$ cat src/rtl/quad_cnt_pkg.sv
// Shared register map, control/status bit positions and quadrature decode helpers
// for the multi-channel quadrature step counter.
package quad_cnt_pkg;

    localparam logic [3:0] OFF_CNT0   = 4'h0;
    localparam logic [3:0] OFF_CNT1   = 4'h1;
    localparam logic [3:0] OFF_CNT2   = 4'h2;
    localparam logic [3:0] OFF_CNT3   = 4'h3;
    localparam logic [3:0] OFF_LIM0   = 4'h4;
    localparam logic [3:0] OFF_LIM1   = 4'h5;
    localparam logic [3:0] OFF_LIM2   = 4'h6;
    localparam logic [3:0] OFF_LIM3   = 4'h7;
    localparam logic [3:0] OFF_CTRL   = 4'h8;
    localparam logic [3:0] OFF_STATUS = 4'h9;

    localparam int CH_STRIDE = 16;

    localparam int EN     = 0;
    localparam int IRQ_EN = 1;
    localparam int WRAP   = 2;
    localparam int CLR    = 3;

    localparam int DONE = 0;
    localparam int ERR  = 1;

    typedef enum logic [1:0] {
        STEP_NONE,
        STEP_UP,
        STEP_DOWN,
        STEP_ILLEGAL
    } step_e;

    // Position of a {A,B} state along the up sequence 00->01->11->10.
    function automatic logic [1:0] gray_pos(input logic [1:0] s);
        return {s[1], s[1] ^ s[0]};
    endfunction

    function automatic step_e decode_step(input logic [1:0] prev, input logic [1:0] cur);
        logic [1:0] d;
        d = gray_pos(cur) - gray_pos(prev);
        case (d)
            2'd0:    return STEP_NONE;
            2'd1:    return STEP_UP;
            2'd3:    return STEP_DOWN;
            default: return STEP_ILLEGAL;
        endcase
    endfunction

    function automatic logic [7:0] byte_of(input logic [31:0] v, input logic [1:0] idx);
        return v[{idx, 3'b000} +: 8];
    endfunction

endpackage

$ cat src/rtl/quad_step_counter_multi_channel.sv
// One encoder channel: synchroniser, glitch filter, step decode, counter,
// limit/done/err flags, CTRL/STATUS registers and the count snapshot.
module quad_channel
    import quad_cnt_pkg::*;
#(
    parameter int CNT_W    = 16,
    parameter int FILT_LEN = 3
) (
    input  logic       clk,
    input  logic       rst_n,
    input  logic       enc_a,
    input  logic       enc_b,
    input  logic       sel,
    input  logic       rd_en,
    input  logic       wr_en,
    input  logic [3:0] off,
    input  logic [7:0] wdata,
    output logic [7:0] rd_byte,
    output logic       irq_req
);
    localparam int NB = CNT_W / 8;

    logic [1:0]       sync1, sync2, cand, filt, filt_prev;
    logic [3:0]       run, run_next;
    logic [CNT_W-1:0] count, limit, shadow;
    logic             en, irq_en, wrap, done, err;
    logic             clr, w1c_done, w1c_err, done_set, err_set;
    step_e            step;

    assign run_next = (sync2 != cand)          ? 4'd1 :
                      (run < 4'(FILT_LEN))     ? run + 4'd1 : run;
    assign step     = decode_step(filt_prev, filt);
    assign clr      = wr_en && (off == OFF_CTRL) && wdata[CLR];
    assign w1c_done = wr_en && (off == OFF_STATUS) && wdata[DONE];
    assign w1c_err  = wr_en && (off == OFF_STATUS) && wdata[ERR];
    assign done_set = (limit != '0) && (count >= limit);
    assign err_set  = (step == STEP_ILLEGAL);
    assign irq_req  = irq_en & (done | err);

    // The filtered state only follows a synchronised value that has been seen for FILT_LEN cycles in a row.
    always_ff @(posedge clk or negedge rst_n) begin
        if (!rst_n) begin
            sync1     <= 2'b00;
            sync2     <= 2'b00;
            cand      <= 2'b00;
            run       <= 4'd0;
            filt      <= 2'b00;
            filt_prev <= 2'b00;
        end else begin
            sync1     <= {enc_a, enc_b};
            sync2     <= sync1;
            cand      <= sync2;
            run       <= run_next;
            if (run_next >= 4'(FILT_LEN))
                filt <= sync2;
            filt_prev <= filt;
        end
    end

    always_ff @(posedge clk or negedge rst_n) begin
        if (!rst_n) begin
            count <= '0;
        end else if (clr) begin
            count <= '0;
        end else if (en && !done) begin
            case (step)
                STEP_UP:   if (wrap || count != '1) count <= count + CNT_W'(1);
                STEP_DOWN: if (wrap || count != '0) count <= count - CNT_W'(1);
                default:   ;
            endcase
        end
    end

    // A new set condition beats a simultaneous write-1-to-clear.
    always_ff @(posedge clk or negedge rst_n) begin
        if (!rst_n) begin
            en     <= 1'b0;
            irq_en <= 1'b0;
            wrap   <= 1'b0;
            done   <= 1'b0;
            err    <= 1'b0;
            limit  <= '0;
            shadow <= '0;
        end else begin
            if (wr_en && off == OFF_CTRL) begin
                en     <= wdata[EN];
                irq_en <= wdata[IRQ_EN];
                wrap   <= wdata[WRAP];
            end
            done <= done_set | (done & ~w1c_done);
            err  <= err_set | (err & ~w1c_err);
            for (int k = 0; k < NB; k++) begin
                if (wr_en && off == OFF_LIM0 + 4'(k))
                    limit[8*k +: 8] <= wdata;
            end
            if (clr)
                shadow <= '0;
            else if (rd_en && off == OFF_CNT0)
                shadow <= count;
        end
    end

    always_comb begin
        rd_byte = 8'h00;
        if (sel) begin
            case (off)
                OFF_CNT0:                     rd_byte = count[7:0];
                OFF_CNT1, OFF_CNT2, OFF_CNT3: rd_byte = byte_of(32'(shadow), off[1:0]);
                OFF_LIM0, OFF_LIM1,
                OFF_LIM2, OFF_LIM3:           rd_byte = byte_of(32'(limit), off[1:0]);
                OFF_CTRL:                     rd_byte = {5'b0, wrap, irq_en, en};
                OFF_STATUS:                   rd_byte = {6'b0, err, done};
                default:                      rd_byte = 8'h00;
            endcase
        end
    end

endmodule

$ cat src/rtl/quad_step_counter_multi.sv
// Multi-channel quadrature step counter: bus address decode, registered read
// data and the combined interrupt over all channels.
module quad_step_counter_multi
    import quad_cnt_pkg::*;
#(
    parameter int N_CH     = 2,
    parameter int CNT_W    = 16,
    parameter int FILT_LEN = 3,
    parameter int ADDR_W   = 8
) (
    input  logic              clk,
    input  logic              rst_n,
    input  logic [ADDR_W-1:0] addr,
    input  logic              cs,
    input  logic              rd,
    input  logic              wr,
    input  logic [7:0]        wdata,
    output logic [7:0]        rdata,
    input  logic [N_CH-1:0]   enc_a,
    input  logic [N_CH-1:0]   enc_b,
    output logic              irq
);
    localparam int CH_W = ADDR_W - 4;

    logic [CH_W-1:0] ch_idx;
    logic [3:0]      off;
    logic            rd_req, wr_req;
    logic [7:0]      ch_byte [N_CH];
    logic [N_CH-1:0] ch_irq;
    logic [7:0]      rd_mux;

    assign ch_idx = addr[ADDR_W-1:4];
    assign off    = addr[3:0];
    // A combined read+write is treated as a write only, so it has no read side effects.
    assign rd_req = cs & rd & ~wr;
    assign wr_req = cs & wr;

    for (genvar i = 0; i < N_CH; i++) begin : g_ch
        logic sel;
        assign sel = cs && (ch_idx == CH_W'(i));

        quad_channel #(
            .CNT_W    (CNT_W),
            .FILT_LEN (FILT_LEN)
        ) u_ch (
            .clk     (clk),
            .rst_n   (rst_n),
            .enc_a   (enc_a[i]),
            .enc_b   (enc_b[i]),
            .sel     (sel),
            .rd_en   (rd_req & sel),
            .wr_en   (wr_req & sel),
            .off     (off),
            .wdata   (wdata),
            .rd_byte (ch_byte[i]),
            .irq_req (ch_irq[i])
        );
    end

    // Unselected channels drive zero, so an OR is enough; out-of-range channels read 0x00.
    always_comb begin
        rd_mux = 8'h00;
        for (int i = 0; i < N_CH; i++)
            rd_mux = rd_mux | ch_byte[i];
    end

    always_ff @(posedge clk or negedge rst_n) begin
        if (!rst_n) begin
            rdata <= 8'h00;
            irq   <= 1'b0;
        end else begin
            rdata <= rd_req ? rd_mux : 8'h00;
            irq   <= |ch_irq;
        end
    end

endmodule

$ cat config.mk
export PLATFORM = sky130hd
export DESIGN_NAME = quad_step_counter_multi
export DESIGN_NICKNAME = d
export VERILOG_FILES = /design/src/rtl/quad_cnt_pkg.sv /design/src/rtl/quad_step_counter_multi_channel.sv /design/src/rtl/quad_step_counter_multi.sv
export SDC_FILE = /design/constraint.sdc
export NUM_CORES = 1
export LEC_CHECK = 0
export CAP_MARGIN = 20
export CORE_UTILIZATION = 40
export CTS_BUF_LIST = sky130_fd_sc_hd__clkbuf_8
export DETAILED_ROUTE_END_ITERATION = 10
export PLACE_DENSITY_LB_ADDON = 0.15
export SETUP_SLACK_MARGIN = 0.15
export SLEW_MARGIN = 20
export SYNTH_ARGS = -nofsm -noshare
export SYNTH_HDL_FRONTEND = slang
export SYNTH_SLANG_ARGS = --single-unit
$ cat constraint.sdc
create_clock -name clk -period 5.4 [get_ports clk]
set_clock_uncertainty 0.15 [all_clocks]
set_input_delay 0.81 -clock clk [delete_from_list [all_inputs] [get_ports clk]]
set_output_delay 0.81 -clock clk [all_outputs]
set_load 0.02 [all_outputs]
==> summary by stage, run 1 <==
Route
The routed wire length per instance is 18.8 um. After the first detailed-routing iteration, the DRC count stood at 596. The total number of vias is 6294.

The number of design rule violations left after detail routing is 0. For this block, the routed nets add up to 20600 um of wire. For this run, the detailed router's first-pass iteration total came to 5. The count of antenna-violating nets left after detailed routing is 0. The detail-routed via count per cell is 5.76.

Synth
The number of distinct library cell variants in the gate-level netlist after synthesis is 65. The number of instances in the synthesized netlist is 844. A synthesized cell averages 9.09 um^2. Of the synthesized area, sequential elements account for 41.4%. In this run, synthesis produced a sequential element count of 127. The post-synthesis cell area is 7670 um^2.

Synthesis produced a netlist with a net count of 909. In the synthesized netlist the async set-or-reset flop fraction comes to 100%. The number of synthesis warnings is 0.

The number of synthesized flops with an enable pin is 0. The most used flip-flop cell after synthesis is sky130_fd_sc_hd__dfrtp_1.

Pwr
The fraction of power consumed by sequential logic is 28.4%. Total power for the finished layout comes to 3.91 mW. The clock network burns 20.8% of the power. The fraction of power spent switching nets is 42.1%. The internal portion of the total power is 2.26 mW. The power per unit of standard cell area is 461 nW/um^2.

The static leakage is 3.45 nW. The combinational fraction of design power is 50.8%. Summed over all nets, the switching power comes to 1.65 mW. The worst-case vdd ir drop is 0.288 mV.

Setup path
Traced cell by cell, the critical path runs through xnor2_1, ha_1, xor3_1, nand2_1, buf_4, xnor2_1, ha_1, or4_1, or3_1, a41oi_1, mux2_2, or3_1, a21oi_1. The critical path's slowest cell is sky130_fd_sc_hd__or4_1. The category of the most critical setup path is reg -> reg.

The required time of the worst setup path is 5.63 ns. The worst setup path is captured at a flip-flop. The largest single stage delay on the critical path is 0.49 ns. In this run the worst path has a maximum fanout of 19. For the worst setup path, the data arrival time is 4.15 ns. The startpoint class of the critical path is a flip-flop.

Clocking
The maximum level of the CTS H-tree is 4. The source-to-sink clock delay at the later pin of the worst-skew pair is 0.47 ns. The clock root buffer is sky130_fd_sc_hd__clkbuf_8. In this run, post-CTS repair resized a total of 0 instances. The sink count of the clock tree is 127. The clock passes through at most 2 buffers. TritonCTS built the clock tree. For this design, the CTS-stage hold fixing added 0 buffers. The count of buffers added by post-CTS timing repair for setup is 0.

Buffers inserted during clock tree synthesis total 17. The clock transition at the registers of the reported paths is 0.08 ns.

Hold path
The tightest min-delay check is of the reg -> reg type.

Timing
The final critical path takes up 72.5% of the cycle. The worst-case setup margin in the final layout is 1.49 ns. On the final layout, the worst hold slack is 0.208 ns. The max-slew violation total from the final report is 0. Setup repair after global routing left no endpoint under its margin. The actual transition at the worst max-transition pin is 0.983 ns. The worst slew slack as a fraction of its limit is 33.6%. Setup violations remaining at the end of the flow were counted as 0.

Adding up every negative setup slack in the final design gives 0 ns. The final hold violation count is 0. Static timing analysis puts the maximum clock frequency at 0.256 GHz. The final period demand of the worst path is 3.91 ns.

GRT
Across every metal layer, demand over resource in global routing totals 22.1%. The total global routing overflow is 0. Entering global routing, the biggest net connects 80 pins. The via count of the first global-routing pass was 6178. The number of antenna violations at the first check in global routing is 0. The first global-routing pass estimated 33800 um of wire.

Placed design
Once detailed placement completed, the half-perimeter wirelength came to 14600 um. The post-placement worst setup slack is 1.37 ns. The count of input and output buffers is 33. The final weighted congestion in routability-driven placement is 0.916.

Flow run
The number of maximum-capacitance violations is 0.

Finish
The share of post-route cells with drive strength above 1 is 9.90%. The number of antenna diodes in the final layout is 0. After filler insertion, the fill cell instance count of the layout stands at 1792. The area added between synthesis and finish is 10.4%. The final-stage net count is 911.

Die
The die outline height is 141 um. The area of the core is 18800 um^2. For this configuration, the core starts out at a cell density of 40.9%.

The area of the die is 19700 um^2. The horizontal extent of the die is 141 um. The top-level I/O count is 34. The floorplan has 50 rows.

Status
The flow ran to the end, and the final reports show no timing, DRC or antenna violations.
kinds of logic (layout without fill, tap and decap cells):
kind of cell / after synthesis / count (layout) / share of synthesized area [%]
AO/OA/AOI/OAI: 181 / 181 / 14.7
XOR/XNOR: 38 / 38 / 4.91
adder cells (fa/ha/maj): 40 / 40 / 6.52
AND/OR/NAND/NOR: 314 / 314 / 20.1
flip-flops: 127 / 127 / 41.4
multiplexers: 51 / 51 / 7.29
buffers and inverters: 93 / 108 / 5.09
worst paths after layout:
path | from | depth (start not counted) | to | slack (ns)
max in group asynchronous | rst_n | 2 | g_ch[1].u_ch.count[14] | 3.76
min in group asynchronous | rst_n | 1 | g_ch[0].u_ch.done | 0.23
min reg2reg | g_ch[1].u_ch.sync1[0] | 0 | g_ch[1].u_ch.sync2[0] | 0.21
max reg2reg | g_ch[1].u_ch.filt[1] | 13 | g_ch[1].u_ch.count[14] | 1.49
min | g_ch[1].u_ch.sync1[0] | 0 | g_ch[1].u_ch.sync2[0] | 0.21
max | g_ch[1].u_ch.filt[1] | 13 | g_ch[1].u_ch.count[14] | 1.49
through the flow:
stage               utilization, %  instance area, um^2  instances
detailed placement            43.1                 8080       1061
global placement              43.1                 8080       1061
global route                  45.1                 8470       1093
floorplan                        -                 7670        844
CTS                           45.1                 8470       1093
finish                        45.1                 8470       1093
synth_stat cells (10+ instances only):
library cell | n | share of area, %
sky130_fd_sc_hd__a21oi_1 | 68 | 4.4
sky130_fd_sc_hd__o221ai_1 | 12 | 1.4
sky130_fd_sc_hd__nand2b_1 | 12 | 0.98
sky130_fd_sc_hd__dfrtp_1 | 127 | 41
sky130_fd_sc_hd__xnor2_1 | 18 | 2.1
sky130_fd_sc_hd__or4_1 | 10 | 0.98
sky130_fd_sc_hd__clkbuf_1 | 47 | 2.3
sky130_fd_sc_hd__a21o_1 | 12 | 1.2
sky130_fd_sc_hd__o21ai_0 | 29 | 1.9
sky130_fd_sc_hd__inv_1 | 38 | 1.9
sky130_fd_sc_hd__mux2_2 | 39 | 5.7
sky130_fd_sc_hd__xor2_1 | 17 | 1.9
sky130_fd_sc_hd__or3_1 | 18 | 1.5
sky130_fd_sc_hd__nand3_1 | 20 | 1.3
sky130_fd_sc_hd__ha_1 | 40 | 6.5
sky130_fd_sc_hd__nand2_1 | 90 | 4.4
sky130_fd_sc_hd__nor3_1 | 13 | 0.85
sky130_fd_sc_hd__mux2i_1 | 12 | 1.6
sky130_fd_sc_hd__nand4_1 | 14 | 1.1
sky130_fd_sc_hd__nor2_1 | 86 | 4.2
sky130_fd_sc_hd__nor4_1 | 17 | 1.4
worst max-delay path: cells and delay by family (launching register included):
kind	cells	cell delay, ns
and+or+nand+nor	4	1.28
DFF	1	0.44
buffers and inverters	1	0.24
xor gates and xnor gates	3	0.57
adders and majority gates	2	0.44
AOI/OAI and AO/OA	2	0.37
muxes	1	0.36
per-layer routing:
layer,vias up,share of wire (%),global-route usage [%]
met3,17,5.6,4.31
met5,-,0,0
met2,174,43,32.1
met1,3093,51,33.4
met4,0,0.97,5.49
li1,3010,-,-
registers in the layout, summed over array words and instances (netlist names), 4 cells and up:
register	count
g_ch.u_ch.count	32
g_ch.u_ch.limit	32
g_ch.u_ch.shadow	16
g_ch.u_ch.run	8
rdata	8
g_ch.u_ch.cand	4
g_ch.u_ch.filt	4
g_ch.u_ch.filt_prev	4
g_ch.u_ch.sync1	4
g_ch.u_ch.sync2	4
final cells by class:
class                           instances  area (um^2)  area share [%]
Clock inverter                         14          135            1.59
Timing Repair Buffer                   38          369            4.36
Inverter                               38          143            1.68
Sequential cell                       127         3180            37.5
Tap cell                              234          293            3.46
Multi-Input combinational cell        624         4110            48.5
Clock buffer                           18          248            2.92
power by group through the flow:
stage                     Combinational [mW]  Clock (mW)  Sequential [mW]
after floorplan                         1.57           0             1.08
after global placement                  1.91           0             1.12
after detailed placement                1.96           0             1.13
after CTS                               1.97       0.834             1.11
after global routing                    2.21       0.878             1.12
final                                   1.98       0.814             1.11
placed cells by master, fill, tap and decap left out, types with 12 or more instances in the layout:
cell,instances
sky130_fd_sc_hd__a21o_1,12
sky130_fd_sc_hd__a21oi_1,68
sky130_fd_sc_hd__clkbuf_8,18
sky130_fd_sc_hd__clkdlybuf4s50_1,32
sky130_fd_sc_hd__dfrtp_1,127
sky130_fd_sc_hd__ha_1,40
sky130_fd_sc_hd__inv_1,38
sky130_fd_sc_hd__mux2_2,39
sky130_fd_sc_hd__mux2i_1,12
sky130_fd_sc_hd__nand2_1,90
sky130_fd_sc_hd__nand3_1,20
sky130_fd_sc_hd__nand4_1,14
sky130_fd_sc_hd__nor2_1,86
sky130_fd_sc_hd__nor3_1,13
sky130_fd_sc_hd__nor4_1,17
sky130_fd_sc_hd__o21ai_0,29
sky130_fd_sc_hd__o221ai_1,12
sky130_fd_sc_hd__or3_1,18
sky130_fd_sc_hd__xnor2_1,18
sky130_fd_sc_hd__xor2_1,17
Note: power is estimated with default switching activity, not from simulation.
==> run 2, diff against run 1 <==
==> constraint.sdc (replaced) <==
create_clock -name clk -period 3.8 [get_ports clk]
set_clock_uncertainty 0.15 [all_clocks]
set_input_delay 0.57 -clock clk [delete_from_list [all_inputs] [get_ports clk]]
set_output_delay 0.57 -clock clk [all_outputs]
set_load 0.02 [all_outputs]
==> run 2 against run 1 <==
  * Worst setup slack worse by 1.2 ns
  * Power is 49% higher
  * Global-route usage grew 0.54 points
  * Critical path depth down 1
  * Sequential cell count did not move
  * Critical path type unchanged
  * Largest cell class unchanged
==> summary by stage, run 2 (same netlist as run 1, synthesis figures left out) <==
Finish
From synthesis to final layout, the design area changed by 13.8%. The register area is 3180 um^2. The final-layout fill cell count is 1849.

After routing the design area is 8730 um^2. The number of antenna repair diodes is 0. The net count of the finished layout is 936. The share of post-route cells with drive strength above 1 is 13.3%. The area taken by multi-input logic gates is 4150 um^2. The largest registers in the layout are g_ch.u_ch.count x32, g_ch.u_ch.limit x32, g_ch.u_ch.shadow x16. The library cells used most frequently in the layout, excluding fill and tap cells, are 126 x sky130_fd_sc_hd__dfrtp_1, 89 x sky130_fd_sc_hd__nand2_1, 86 x sky130_fd_sc_hd__nor2_1, 68 x sky130_fd_sc_hd__a21oi_1, 39 x sky130_fd_sc_hd__inv_1.

The number of standard cells in the final layout excluding fillers is 1117. The most frequent standard cell in the layout excluding fill and tap cells is sky130_fd_sc_hd__dfrtp_1.

Placed design
The count of input and output buffers is 33. At the end of routability-driven placement, the weighted congestion stood at 0.847. The post-placement worst setup slack is 0.170 ns.

Once detailed placement completed, the half-perimeter wirelength came to 15300 um. The instance area after placement is 8250 um^2. The number of placed cells counting well taps is 1081.

GRT
Global routing finished with a remaining overflow of 0. The number of antenna violations at the first check in global routing is 0. The global-route total usage across every layer is 22.7%.

The via count of the first global-routing pass is 6478. Entering global routing, the biggest net connects 65 pins. The wire length of the first global-routing pass is 34800 um.

Pwr
The worst-case vdd ir drop is 0.392 mV. For this design the static power due to leakage is 3.60 nW. The power per unit of standard cell area is 666 nW/um^2.

Route
The wire length reported by the detailed router is 21000 um. The number of design rule violations left after detail routing is 0. The total iterations of the first detailed-routing run is 5. The detail-routed via count per cell is 5.77. After detailed routing, the average wire length per cell comes to 18.8 um. The total number of vias is 6444. The count of antenna-violating nets left after detailed routing is 0.

The first routing iteration left 665 violations.

Clocking
Clock-pin slew was measured on the worst setup and hold paths at 0.09 ns. The tree built by TritonCTS fans out to 127 sinks. Clock tree synthesis inserted a total of 17 buffers. The TritonCTS clock tree is yes. At the later pin of the worst-skew pair, clock insertion delay measures 0.46 ns.

The clock root buffer is sky130_fd_sc_hd__clkbuf_8. The worst-case clock buffer depth is 2. The maximum level of the CTS H-tree is 4.

Setup path
STA classifies the critical path endpoint as a flip-flop. For flop-to-flop paths, the worst setup slack is 0.25 ns. The required time of the worst setup path is 4.04 ns. The number of cell instances on the worst register-to-register path is 12.

The startpoint identified for the worst register-to-register timing path is g_ch[1].u_ch.filt[1]. The critical path is of the reg -> reg type. The endpoint of the worst-slack reg-to-reg timing path is g_ch[1].u_ch.count[14]. The most critical setup path has its startpoint at g_ch[1].u_ch.filt[1]. The arrival time at the worst endpoint is 3.79 ns. Along the worst path, the maximum fanout reaches 5. STA classifies the critical path startpoint as a flip-flop. The capturing instance or port of the critical path is g_ch[1].u_ch.count[14].

Timing
The max-slew violation total from the final report is 0. The count of endpoints failing setup in the final report is 0. The worst-case setup margin in the final layout is 0.245 ns. The final-layout setup total negative slack is 0 ns. The worst path in the final design needs a cycle of 3.55 ns, including I/O delays and setup.

Timing would allow up to 0.281 GHz. The actual transition at the worst max-transition pin is 0.680 ns. In the finished design, the share of the clock period the worst path needs comes to 93.5%. The hold slack is 0.199 ns. Setup repair after global routing could not meet its margin everywhere.

The final hold violation count is 0. The worst slew slack as a fraction of its limit is 54.6%.

Hold path
The class of the worst hold path is reg -> reg.

Status
The flow ran to the end, and the final reports show no timing, DRC or antenna violations.

Flow run
The tool flagged a number of max-cap violations equal to 0.

Die
The die covers 19700 um^2. In this run the horizontal extent of the chip is 141 um. The count of standard-cell rows is 50. The die outline height is 141 um. The top-level I/O count is 34. The area of the core is 18800 um^2. Once the floorplan was initialized, standard cells occupied 40.9% of the core.
[run 2: cell types whose count changed in the layout (fill, tap and decap cells not counted), sizes merged]
cell and delta:
clkinvlp -1, buf +24, inv -2, dlygate4sd3 +1, bufinv +1, clkbuf +3, clkinv -2
[run 2: worst min path at each step]
stage	startpoint	to	cells past startpoint
detailed placement	g_ch[0].u_ch.sync1[1]	g_ch[0].u_ch.sync2[1]	0
finish	g_ch[1].u_ch.sync1[0]	g_ch[1].u_ch.sync2[0]	0
floorplan	rst_n	g_ch[0].u_ch.cand[0]	0
global route	g_ch[1].u_ch.sync1[0]	g_ch[1].u_ch.sync2[0]	0
CTS	g_ch[1].u_ch.sync1[0]	g_ch[1].u_ch.sync2[0]	0
global placement	g_ch[1].u_ch.sync1[1]	g_ch[1].u_ch.sync2[1]	0
[run 2: final cells by class]
| class | count | area share, % |
|---|---|---|
| repair buffers | 63 | 6.51 |
| multi-input cells | 624 | 47.5 |
| well taps | 234 | 3.35 |
| flip-flops and latches | 127 | 36.4 |
| clock buffers | 21 | 3.31 |
| clock inverters | 10 | 1.28 |
| inverters | 38 | 1.63 |
[run 2: per-layer routing]
layer	GRT usage, %	part of all wire, %	vias up
met5	0	0	-
met1	33.0	49	3175
met4	6.46	1.4	0
li1	-	-	3056
met2	33.8	44	188
met3	4.72	5.6	25
[run 2: power by group]
part	switching (mW)	internal, mW
registers	0.120	1.44
logic	1.67	1.40
clock network	0.533	0.646
[run 2: stage by stage]
stage | utilization (%) | power [mW]
after floorplan | - | 3.80
after global placement | 44.0 | 4.35
after detailed placement | 44.0 | 4.44
after CTS | 46.2 | 5.67
after global routing | 46.5 | 6.26
final | 46.5 | 5.82
[run 2: timing repair]
item	CTS	global route
hold buffers	1	0
cloned	0	0
setup endpoints to repair	1	2
pin swaps	0	4
endpoints found under the hold margin	38	0
setup buffers	1	3
gates resized for setup	1	10
[run 2: worst max-delay path, cell delays in order (launching register included)]
cell and delay (ns):
sky130_fd_sc_hd__dfrtp_2 0.45, sky130_fd_sc_hd__xnor2_2 0.14, sky130_fd_sc_hd__ha_2 0.20, sky130_fd_sc_hd__xor3_2 0.42, sky130_fd_sc_hd__nand2_2 0.09, sky130_fd_sc_hd__xnor2_1 0.07, sky130_fd_sc_hd__ha_2 0.19, sky130_fd_sc_hd__or4_4 0.44
sky130_fd_sc_hd__or3_4 0.36, sky130_fd_sc_hd__a41oi_2 0.23, sky130_fd_sc_hd__mux2_4 0.33, sky130_fd_sc_hd__or3_1 0.30, sky130_fd_sc_hd__a21oi_1 0.14
==> RTL edit 1: new RTL, config.mk and constraints of run 2 <==
The parameter `ADDR_W` goes from 8 to 7.
--- a/src/rtl/quad_step_counter_multi.sv
+++ b/src/rtl/quad_step_counter_multi.sv
@@ -8,3 +8,3 @@
     parameter int FILT_LEN = 3,
-    parameter int ADDR_W   = 8
+    parameter int ADDR_W   = 7
 ) (
Interface: changed (resized addr); port bits go from 34 to 33. No check against the original RTL was run, so the function may have changed too.
==> RTL edit 1 against run 2 <==
  * The flow now finishes with violations (design-rule violations)
  * Power decreased by 15%
  * Hold slack got worse by 0.18 ns
  * Worst setup slack improved by 0.23 ns
  * Combinational power decreased by 30%
  * Critical path type unchanged
  * Core utilization increased by 0.12 points
  * Synthesized cell count decreased by 1.5%
  * Wire length decreased by 3.5%
  * Highest routed layer unchanged
  * Design area decreased by 2.7%
  * Area after synthesis decreased by 2.0%
  * Sequential cell count unchanged
==> RTL edit 1: results (changes against run 2) <==
Worst-Skew Late Latency: 0.45 ns
fillers: 1773 (was 1849)
Critical Path Slowest Stage Cell: or2_1 (was dfrtp_2)
Period Utilization, post-route: 87.5% (was 93.5%)
most frequent cells after synthesis: 127 x dfrtp_1, 85 x nand2_1, 83 x nor2_1 (was 127 x dfrtp_1, 90 x nand2_1, 86 x nor2_1)
status: complete, but fails checks (was finished, final reports clean)
share of cells above drive strength 1: 11.1% (was 13.3%)
Crit. Startpoint: g_ch[0].u_ch.filt_prev[1]$_DFF_PN0_ (was g_ch[1].u_ch.filt[1]$_DFFE_PN0P_)
DP Area: 8100 um^2 (was 8250 um^2)
P_leak: 0.00354 uW (was 0.00360 uW)
crit-path max FO: 19 (was 5)
CTS root buf: clkbuf_8 (unchanged)
reg2reg path depth: 12 (unchanged)
DR WL/cell: 18.5 um (was 18.8 um)
Total Routing Usage GR: 22.1% (was 22.7%)
HPWL after detailed placement: 15000 um (was 15300 um)
vias per cell: 5.77 (about the same)
Post-synth EDFFs: 0 (unchanged)
CP peak stage delay: 0.53 ns (was 0.45 ns)
pre-CTS setup slack: 0.510 ns (was 0.170 ns)
Nets: 918 (was 936)
CTS max path bufs: 2 (unchanged)
critical path arrival: 3.50 ns (was 3.79 ns)
type of the most critical hold path: input pin to async pin (was flop to flop)
largest net degree at the start of global routing: 75 (was 65)
Area contributors post-synth: dfrtp_1 42%, ha_1 6.7%, a21oi_1 4.6% (was dfrtp_1 41%, ha_1 6.5%, mux2_2 5.7%)
biggest registers after layout: g_ch.u_ch.count (32), g_ch.u_ch.limit (32), g_ch.u_ch.shadow (16) (unchanged)
Port Buf Inserts: 32 (was 33)
Post-synth ARST share: 100% (unchanged)
Pint: 2940 uW (was 3490 uW)
DRT iter0 DRCs: 394 (was 665)
Tightest Pin Transition: 0.719 ns (was 0.680 ns)
Clock transition at path regs: 0.09 ns (about the same)
initial antenna violation count: 0 (unchanged)
first-pass GRT wire length: 33400 um (was 34800 um)
Num CTS Buffers: 17 (unchanged)
failing checks: design-rule violations
PostCTS Resize Cnt: 0 (was 1)
placer congestion estimate: 0.956 (was 0.847)
Diodes inserted: 0 (unchanged)
H-tree lvl count: 4 (unchanged)
ys flop type: dfrtp_1 (unchanged)
Mapped Nets: 895 (was 909)
synth unique cells: 60 (was 65)
post-synthesis sequential area ratio: 42.3% (was 41.4%)
Peak VDD IR: 0.235 mV (was 0.392 mV)
critical path endpoint category: flop (unchanged)
setup slack, reg-to-reg: 0.48 ns (was 0.25 ns)
vias in the first global route: 6234 (was 6478)
Post-CTS Setup Inserts: 0 (was 1)
# DRC: 2 (was 0)
Yosys warning count: 0 (unchanged)
drt first pass iters: 8 (was 5)
Final Hold Fails: 0 (unchanged)
Critical R2R Capture: g_ch[0].u_ch.count[12]$_DFFE_PN0P_ (was g_ch[1].u_ch.count[14]$_DFFE_PN0P_)
RTL edit 1: cell count changes in the layout (fill, tap and decap cells not counted), sizes merged, moves of 8 or more:
cell,run 2,this run
mux2,39,26
nor3,13,26
or3,18,8
buf,30,22
inv,40,48
RTL edit 1: per-layer routing:
layer	up-vias	track usage, %	part of all wire [%]
li1	3002	-	-
met1	3087	29.8	46
met2	190	35.0	46
met3	46	4.42	5.3
met4	0	8.13	2.4
met5	-	0	0
RTL edit 1: cells by family after synthesis:
kind of cell	Yosys count	share of synthesized area, %
flops	127	42.3
simple gates	314	20.6
compound gates	180	15.1
buf+inv	92	4.84
mux	41	5.89
fa+ha+maj	40	6.66
xor+xnor	37	4.69
RTL edit 1: worst min-delay path by stage:
stage | start | to | slack, ns | cells after the start
finish | rst_n | g_ch[1].u_ch.sync1[0]$_DFF_PN0_ | 0.02 | 1
global route | rst_n | g_ch[1].u_ch.run[2]$_DFF_PN0_ | 0.05 | 1
CTS | rst_n | g_ch[1].u_ch.run[2]$_DFF_PN0_ | 0.03 | 1
detailed placement | g_ch[0].u_ch.sync1[0]$_DFF_PN0_ | g_ch[0].u_ch.sync2[0]$_DFF_PN0_ | 0.19 | 0
global placement | g_ch[0].u_ch.sync1[0]$_DFF_PN0_ | g_ch[0].u_ch.sync2[0]$_DFF_PN0_ | 0.19 | 0
floorplan | rst_n | g_ch[0].u_ch.cand[0]$_DFF_PN0_ | 0.12 | 0
RTL edit 1: worst max-delay path, delay by kind of cell (launching register included):
kind	cells	cell delay, ns
compound gates	1	0.12
xor+xnor	4	0.82
fa+ha+maj	2	0.45
flops	1	0.42
simple gates	5	1.25
RTL edit 1: cell type report:
class                           count  share of cell area, %
Sequential cell                   127                   37.4
Multi-Input combinational cell    612                   46.9
Tap cell                          229                   3.37
Inverter                           43                   1.90
Timing Repair Buffer               53                   5.75
Clock buffer                       17                   2.75
Clock inverter                     15                   1.92
RTL edit 1: per-stage QoR:
| step | utilization (%) | hold WS [ns] | power (uW) | cells |
|---|---|---|---|---|
| floorplan | - | 0.124 | 3260 | 831 |
| global placement | 44.5 | 0.187 | 3690 | 1064 |
| detailed placement | 44.5 | 0.186 | 3740 | 1064 |
| CTS | 46.6 | 0.0316 | 4950 | 1096 |
| global route | 46.6 | 0.0501 | 5280 | 1096 |
| finish | 46.6 | 0.0239 | 4920 | 1096 |
RTL edit 1: power groups by stage:
stage,combinational [uW],clock (uW),sequential [uW]
finish,2160,1180,1570
global route,2400,1290,1590
CTS,2150,1220,1570
detailed placement,2140,0,1600
global placement,2100,0,1590
floorplan,1710,0,1550
==> RTL edit 2: new RTL, flow settings as in run 2 <==
Made on the original files. `rdata` no longer has a reset.
--- a/src/rtl/quad_step_counter_multi.sv
+++ b/src/rtl/quad_step_counter_multi.sv
@@ -68,6 +68,4 @@
         if (!rst_n) begin
-            rdata <= 8'h00;
             irq   <= 1'b0;
         end else begin
-            rdata <= rd_req ? rd_mux : 8'h00;
             irq   <= |ch_irq;
@@ -76,2 +74,6 @@
 
+    always_ff @(posedge clk) begin
+        rdata <= rd_req ? rd_mux : 8'h00;
+    end
+
 endmodule
Formal check against the unedited RTL: differs if rst_n is asserted again (counterexample within 4 cycles, from zero or initial values and one cycle with rst_n low); with rst_n held inactive, the same outputs for 4 cycles.
==> RTL edit 2 against run 2 <==
  * Largest cell class unchanged
  * Core utilization rose by 0.42 points
  * Non-clock buffer count up 1
  * Area after synthesis rose by 2.4%
  * Worst setup slack improved by 0.13 ns
  * Critical path type unchanged
  * Power up 0.69%
  * Design area increased by 1.9%
  * Sequential cell count unchanged
  * Wire length grew 4.4%
==> RTL edit 2: results (changes against run 2) <==
status: finished, final reports clean (unchanged)
DR WL/cell: 19.4 um (was 18.8 um)
Area contributors post-synth: dfrtp_1 38%, ha_1 6.4%, mux2_2 5.9% (was dfrtp_1 41%, ha_1 6.5%, mux2_2 5.7%)
multiplexer share of the synthesized area: 9.57% (was 7.29%)
power per cell area: 658 nW/um^2 (was 666 nW/um^2)
Mapped Nets: 903 (was 909)
DRT iter0 DRCs: 653 (was 665)
setup slack, reg-to-reg: 0.37 ns (was 0.25 ns)
Compound-Gate Fraction of Synth Area: 15.2% (was 14.7%)
Peak VDD IR: 0.418 mV (was 0.392 mV)
Nets: 925 (was 936)
syn_area_per_cell: 9.38 um^2 (was 9.09 um^2)
pre-CTS setup slack: 0.354 ns (was 0.170 ns)
drt first pass iters: 7 (was 5)
Post-CTS Setup Inserts: 0 (was 1)
Critical R2R Capture: g_ch[0].u_ch.count[14]$_DFFE_PN0P_ (was g_ch[1].u_ch.count[14]$_DFFE_PN0P_)
Post-Layout Cell Count: 1133 (was 1117)
DP Area: 8480 um^2 (was 8250 um^2)
reg2reg path depth: 11 (was 12)
crit path time final: 3.43 ns (was 3.55 ns)
post-synthesis sequential area ratio: 39.9% (was 41.4%)
type of the most critical hold path: input pin to async pin (was flop to flop)
synth unique cells: 70 (was 65)
Total Routing Usage GR: 22.9% (was 22.7%)
clk pwr: 1230 uW (was 1180 uW)
largest net degree at the start of global routing: 59 (was 65)
P_leak: 0.00366 uW (was 0.00360 uW)
Combinational Power Share: 52.0% (was 52.9%)
R2R Path Start: g_ch[0].u_ch.filt_prev[1]$_DFF_PN0_ (was g_ch[1].u_ch.filt[1]$_DFFE_PN0P_)
placer congestion estimate: 0.871 (was 0.847)
Sw Share: 42.8% (was 40.0%)
adder-cell area share of the yosys netlist: 6.37% (was 6.52%)
share of cells above drive strength 1: 14.0% (was 13.3%)
-- RTL edit 2: cell types whose count changed after synthesis, moves of 10 or more --
| cell | run 2 | this run |
|---|---|---|
| a21oi_1 | 68 | 45 |
| buf_2 | 2 | 12 |
| mux2i_1 | 12 | 29 |
| nand2_1 | 90 | 57 |
| nor2_1 | 86 | 67 |
| nor3_1 | 13 | 23 |
-- RTL edit 2: worst min-delay path by stage --
stage	start	to	slack, ns	cells after the start
2_1_floorplan	rst_n	g_ch[0].u_ch.cand[0]$_DFF_PN0_	0.12	0
3_3_place_gp	g_ch[0].u_ch.sync1[0]$_DFF_PN0_	g_ch[0].u_ch.sync2[0]$_DFF_PN0_	0.18	0
3_5_place_dp	g_ch[1].u_ch.sync1[0]$_DFF_PN0_	g_ch[1].u_ch.sync2[0]$_DFF_PN0_	0.19	0
4_1_cts	rst_n	g_ch[0].u_ch.run[0]$_DFF_PN0_	0.03	1
5_1_grt	rst_n	g_ch[0].u_ch.run[0]$_DFF_PN0_	0.05	1
6_report	rst_n	g_ch[0].u_ch.run[2]$_DFF_PN0_	0.01	1
-- RTL edit 2: final cells by class --
class,instances,area (um^2),share of cell area [%]
Timing Repair Buffer,64,573,6.44
Sequential cell,127,3140,35.3
Tap cell,260,325,3.66
Multi-Input combinational cell,611,4310,48.4
Clock inverter,15,174,1.95
Clock buffer,17,234,2.63
Inverter,39,146,1.65
-- RTL edit 2: repair_timing --
action,4_1_cts,5_1_grt
resized for setup,0,1
endpoints found under the setup margin,0,1
hold buffers,0,0
-- RTL edit 2: routing by layer --
layer,up-vias,global-route usage [%],wire (um)
li1,3138,-,-
met3,28,4.88,1340
met1,3229,32.5,10700
met2,214,34.8,9570
met4,0,6.79,329
met5,-,0,0
